--- config.mk ---
export PLATFORM = sky130hd
export DESIGN_NAME = sample_fold
export DESIGN_NICKNAME = d
export VERILOG_FILES = /design/src/rtl/music_pkg.sv /design/src/rtl/peak_meter.sv /design/src/rtl/sample_fold.sv
export SDC_FILE = /design/constraint.sdc
export NUM_CORES = 1
export LEC_CHECK = 0
export CAP_MARGIN = 5
export CORE_ASPECT_RATIO = 0.6
export CORE_UTILIZATION = 52
export DETAILED_ROUTE_END_ITERATION = 7
export PLACE_DENSITY_LB_ADDON = 0.2
export SLEW_MARGIN = 20
export SYNTH_ARGS = -nofsm -noshare
export SYNTH_HDL_FRONTEND = slang
export SYNTH_SLANG_ARGS = --single-unit
--- constraint.sdc ---
create_clock -name clk -period 3.5 [get_ports clk]
set_input_delay 1.05 -clock clk [delete_from_list [all_inputs] [get_ports clk]]
set_output_delay 1.05 -clock clk [all_outputs]
set_load 0.02 [all_outputs]
--- src/rtl/music_pkg.sv ---
// rtl/music_pkg.sv - shared sample width, peak-meter state encodings and folded-sample type
package music_pkg;

  localparam int SAMPLE_W = 16;

  typedef enum logic [1:0] {
    PK_TRACK = 2'd0,
    PK_HOLD  = 2'd1,
    PK_DECAY = 2'd2
  } pk_state_t;

  typedef struct packed {
    logic                area;
    logic [SAMPLE_W-1:0] mag;
  } fold_t;

  // Inverse of the fold; area=1 with mag=0x8000 restores 0x8000 exactly.
  function automatic logic [SAMPLE_W-1:0] restore(input fold_t f);
    return f.area ? (~f.mag + SAMPLE_W'(1)) : f.mag;
  endfunction

endpackage

--- src/rtl/peak_meter.sv ---
// rtl/peak_meter.sv - peak-hold/decay meter over the folded magnitude stream
module peak_meter
  import music_pkg::*;
#(
  parameter int DW          = SAMPLE_W,
  parameter int HOLD_CYCLES = 1024,
  parameter int DECAY_DIV   = 64
) (
  input  logic          clk,
  input  logic          rst_n,
  input  logic          upd,
  input  logic [DW-1:0] mag,
  input  logic          clear,
  output logic [DW-1:0] peak,
  output logic [1:0]    state
);

  localparam int HW = (HOLD_CYCLES > 1) ? $clog2(HOLD_CYCLES) : 1;
  localparam int VW = (DECAY_DIV > 1) ? $clog2(DECAY_DIV) : 1;
  localparam logic [HW-1:0] HOLD_LOAD = HW'(HOLD_CYCLES - 1);
  localparam logic [VW-1:0] DIV_LOAD  = VW'(DECAY_DIV - 1);

  pk_state_t     st_q, st_d;
  logic [DW-1:0] pk_q, pk_d;
  logic [HW-1:0] hold_q, hold_d;
  logic [VW-1:0] div_q, div_d;

  always_ff @(posedge clk or negedge rst_n) begin
    if (!rst_n) begin
      st_q   <= PK_TRACK;
      pk_q   <= '0;
      hold_q <= '0;
      div_q  <= '0;
    end else begin
      st_q   <= st_d;
      pk_q   <= pk_d;
      hold_q <= hold_d;
      div_q  <= div_d;
    end
  end

  always_comb begin
    st_d   = st_q;
    pk_d   = pk_q;
    hold_d = hold_q;
    div_d  = div_q;
    if (clear) begin
      st_d   = PK_TRACK;
      pk_d   = '0;
      hold_d = '0;
      div_d  = '0;
    end else if (upd && (mag > pk_q)) begin
      // A strictly larger sample restarts the hold from any state.
      st_d   = PK_HOLD;
      pk_d   = mag;
      hold_d = HOLD_LOAD;
      div_d  = '0;
    end else begin
      case (st_q)
        PK_HOLD: begin
          if (hold_q == '0) begin
            st_d  = PK_DECAY;
            div_d = DIV_LOAD;
          end else begin
            hold_d = hold_q - HW'(1);
          end
        end
        PK_DECAY: begin
          if (pk_q == '0) begin
            st_d  = PK_TRACK;
            div_d = '0;
          end else if (div_q == '0) begin
            pk_d  = pk_q - DW'(1);
            div_d = DIV_LOAD;
            if (pk_q == DW'(1)) begin
              st_d  = PK_TRACK;
              div_d = '0;
            end
          end else begin
            div_d = div_q - VW'(1);
          end
        end
        default: begin
        end
      endcase
    end
  end

  assign peak  = pk_q;
  assign state = st_q;

endmodule

--- src/rtl/sample_fold.sv ---
// rtl/sample_fold.sv - sign/magnitude fold with 2-entry buffer and peak meter; SAMPLE_FOLD_SAT_EN saturates 0x8000 to 0x7FFF
module sample_fold
  import music_pkg::*;
#(
  parameter int DW          = SAMPLE_W,
  parameter int HOLD_CYCLES = 1024,
  parameter int DECAY_DIV   = 64
) (
  input  logic          clk,
  input  logic          rst_n,
  input  logic          s_valid,
  output logic          s_ready,
  input  logic [DW-1:0] s_data,
  output logic          m_valid,
  input  logic          m_ready,
  output logic          m_area,
  output logic [DW-1:0] m_data,
  input  logic          clear_peak,
  output logic [DW-1:0] peak,
  output logic [1:0]    peak_state
);

  localparam logic [DW-1:0] MOST_NEG = {1'b1, {(DW-1){1'b0}}};
  localparam logic [DW-1:0] MOST_POS = {1'b0, {(DW-1){1'b1}}};

  logic          in_area;
  logic [DW-1:0] in_mag;
  logic [1:0]    count;
  logic          tail_area;
  logic [DW-1:0] tail_mag;
  logic          push;
  logic          pop;

  always_comb begin
    in_area = s_data[DW-1];
    in_mag  = in_area ? (~s_data + DW'(1)) : s_data;
`ifdef SAMPLE_FOLD_SAT_EN
    if (s_data == MOST_NEG) in_mag = MOST_POS;
`else
    // Two's-complement negation of 0x8000 is 0x8000, which restores exactly.
    if (s_data == MOST_NEG) in_mag = MOST_NEG;
`endif
  end

  assign s_ready = (count != 2'd2);
  assign m_valid = (count != 2'd0);
  assign push    = s_valid && s_ready;
  assign pop     = m_valid && m_ready;

  // The head entry lives directly in the m_* registers; the tail only fills when full.
  always_ff @(posedge clk or negedge rst_n) begin
    if (!rst_n) begin
      count     <= 2'd0;
      m_area    <= 1'b0;
      m_data    <= '0;
      tail_area <= 1'b0;
      tail_mag  <= '0;
    end else begin
      case (count)
        2'd0: begin
          if (push) begin
            m_area <= in_area;
            m_data <= in_mag;
            count  <= 2'd1;
          end
        end
        2'd1: begin
          if (push && pop) begin
            m_area <= in_area;
            m_data <= in_mag;
          end else if (push) begin
            tail_area <= in_area;
            tail_mag  <= in_mag;
            count     <= 2'd2;
          end else if (pop) begin
            count <= 2'd0;
          end
        end
        2'd2: begin
          if (pop) begin
            m_area <= tail_area;
            m_data <= tail_mag;
            count  <= 2'd1;
          end
        end
        default: count <= 2'd0;
      endcase
    end
  end

  peak_meter #(
    .DW          (DW),
    .HOLD_CYCLES (HOLD_CYCLES),
    .DECAY_DIV   (DECAY_DIV)
  ) u_peak_meter (
    .clk   (clk),
    .rst_n (rst_n),
    .upd   (push),
    .mag   (in_mag),
    .clear (clear_peak),
    .peak  (peak),
    .state (peak_state)
  );

endmodule
==> run metrics <==
final clock skew 0.00560 ns; PnR worst setup slack -0.299 ns; synth top area cells dfrtp_1 39%, ha_1 5.8%, a21oi_1 4.8%, nand2_1 4.1%, xnor2_1 4.1%; power density cells 623 mW/mm^2; Yosys cell types 55; RSZ-0062 raised after global routing yes; Yosys top cell area share 39.0%; synthesis-stage register bit count 70; Final Critical Period 3.80 ns; fin nets 698; die width 122 um; sequential-to-total area share from yosys stat 39.0%; Core Area 0.00813 mm^2; largest net degree at the start of global routing 71; Starting Density 55.3%; violated checks negative setup slack; Core Rows 25; IR Drop Worst-Case VDD 0.000373 V; CTS Buf Count 9; first-pass GRT wire length 23100 um; Mapped Cells 506; H-tree levels 3; Cell Area, Synth 0.00450 mm^2; status finished with violations; Worst Hold Class reg -> reg; Die Area 0.00904 mm^2; syn_nets 548; yosys warns 0; initial antenna violation count 0; Post-synth EDFFs 0; syn_area_per_cell 8.89 um^2; RePlAce Congestion 0.937; Leak 2.92 nW; ANT nets after route 0; CTS tree built; die height 74.0 um; maximum root-to-sink buffer count 2; flop-to-flop setup slack 0.50 ns; final setup vio count 34; fmax 263 MHz; final worst-path cycle share 109%; final wirelength 15800 um; Detail Placement HPWL 9140 um; PortBufs 57; final hold viol count 0; worst rel slew slack 41.3%; Synth area leader dfrtp_1; WHS 0.485 ns; root buf cell clkbuf_16; CP max FO 12; asr flop ratio synth 100%; total iterations of the first detailed-routing run 5; area delta synth->final 49.9%; drt initial violations 652; Critical Path Start Type primary input; clock-pin slew on the worst setup and hold paths 0.06 ns; ys flop type dfrtp_1; worst skew pair latency 0.34 ns; kind of critical path in -> reg; vias 4891; crit path DAT 4.04 ns; Via density 6.36; DRC viols 0; grt ovf 0; Ports 58; ANT cells 0; commonest non-fill, non-tap cells in the layout 92 x buf_4, 70 x dfrtp_1, 47 x nand2_1; WP data required 3.74 ns; layout cell share with drive strength beyond 1 33.0%; commonest non-fill, non-tap cell in the layout buf_4; Wirelength per Cell 20.6 um; Slew @ Worst Pin 0.879 ns; crit end category register; vias in the first global route 4558; dpl ws -1.02 ns; Slew Viols, Final 0; Clock Sinks 70; maxcap violations 0; global-route usage over all layers 34.0%
## cell usage after synthesis, types with 5 or more instances
library cell  count
inv_1            35
mux2i_1          12
nor2b_1           8
xor2_1           13
a21oi_1          43
clkbuf_1         20
xnor2_1          21
o31ai_1           9
ha_1             21
a211oi_2         10
nor2_1           43
dfrtp_1          70
nand3_1           5
a211oi_1         18
or3_1             6
nor4_1            7
nor3_1           18
o21ai_0          31
nand4_1           6
nand2b_1          7
nand2_1          49
## cells by family after synthesis
kind of cell	count (synthesis)	synth area share, %
simple gates	166	18.3
compound gates	139	21.3
flops	70	39.0
buf+inv	61	5.51
xor+xnor	34	6.62
fa+ha+maj	21	5.84
mux	15	3.42
## timing repair
| item | in CTS | in global routing |
|---|---|---|
| hold buffers | 0 | 0 |
| pin swaps | 33 | 25 |
| endpoints found under the setup margin | 34 | 34 |
| buffers inserted | 25 | 5 |
| gates cloned | 1 | 0 |
| resized for setup | 90 | 24 |
## stage by stage
stage	util [%]	setup TNS, ns	instances	total power [mW]	cell area (um^2)
2_1_floorplan	-	-5.56	506	2.22	4660
3_3_place_gp	72.2	-25.94	724	2.82	5870
3_5_place_dp	72.2	-31.27	724	2.88	5870
4_1_cts	80.8	-4.98	765	4.01	6570
5_1_grt	82.9	-15.20	769	4.38	6740
6_report	82.9	-7.65	769	4.20	6740
## worst max-delay path, stage by stage
cell and delay, ns:
buf_8 0.10, nor4_4 0.36, nand3_4 0.21, buf_6 0.18, buf_4 0.13, nand2_1 0.11
xor2_2 0.18, inv_1 0.11, ha_1 0.31, nand2_1 0.08, nor2_2 0.15, nand2_2 0.09
o31a_1 0.28, a21o_2 0.26, buf_12 0.17, a211oi_2 0.25
## final timing paths
| check | start | end | depth (start not counted) |
|---|---|---|---|
| hold / removal | tail_mag[14] | tail_mag[14] | 2 |
| max in group asynchronous | rst_n | m_data[5] | 2 |
| setup / recovery | s_data[9] | u_peak_meter.peak[11] | 16 |
| min in group asynchronous | rst_n | u_peak_meter.peak[2] | 2 |
| setup reg to reg | u_peak_meter.peak[6] | u_peak_meter.peak[10] | 7 |
| hold reg to reg | tail_mag[14] | tail_mag[14] | 2 |
## layout make-up
class | count | area (um^2)
Multi-Input combinational cell | 375 | 2920
Sequential cell | 70 | 1750
Timing Repair Buffer | 165 | 1480
Fill cell | 419 | 1390
Clock buffer | 10 | 239
Tap cell | 108 | 135
Inverter | 35 | 134
Clock inverter | 6 | 83.8
## sequential cells by signal, summed over array words and instances, names as in the netlist
signal and cells:
m_data 16, m_area 1, u_peak_meter.hold_q 10, count 2
u_peak_meter.peak 16, tail_area 1, u_peak_meter.state 2, u_peak_meter.div_q 6
tail_mag 16
## layer usage
layer	track usage [%]	vias up	share of wire (%)
met2	53.1	340	45
met5	0	-	0
met4	12.1	0	4.8
met3	7.44	83	10
li1	-	2096	-
met1	47.1	2372	40
## power breakdown
part,leakage [nW],internal [mW],switching (mW)
logic,1.88,0.872,1.03
registers,0.881,1.05,0.248
clock network,0.163,0.642,0.355
Note: power is estimated with default switching activity, not from simulation.
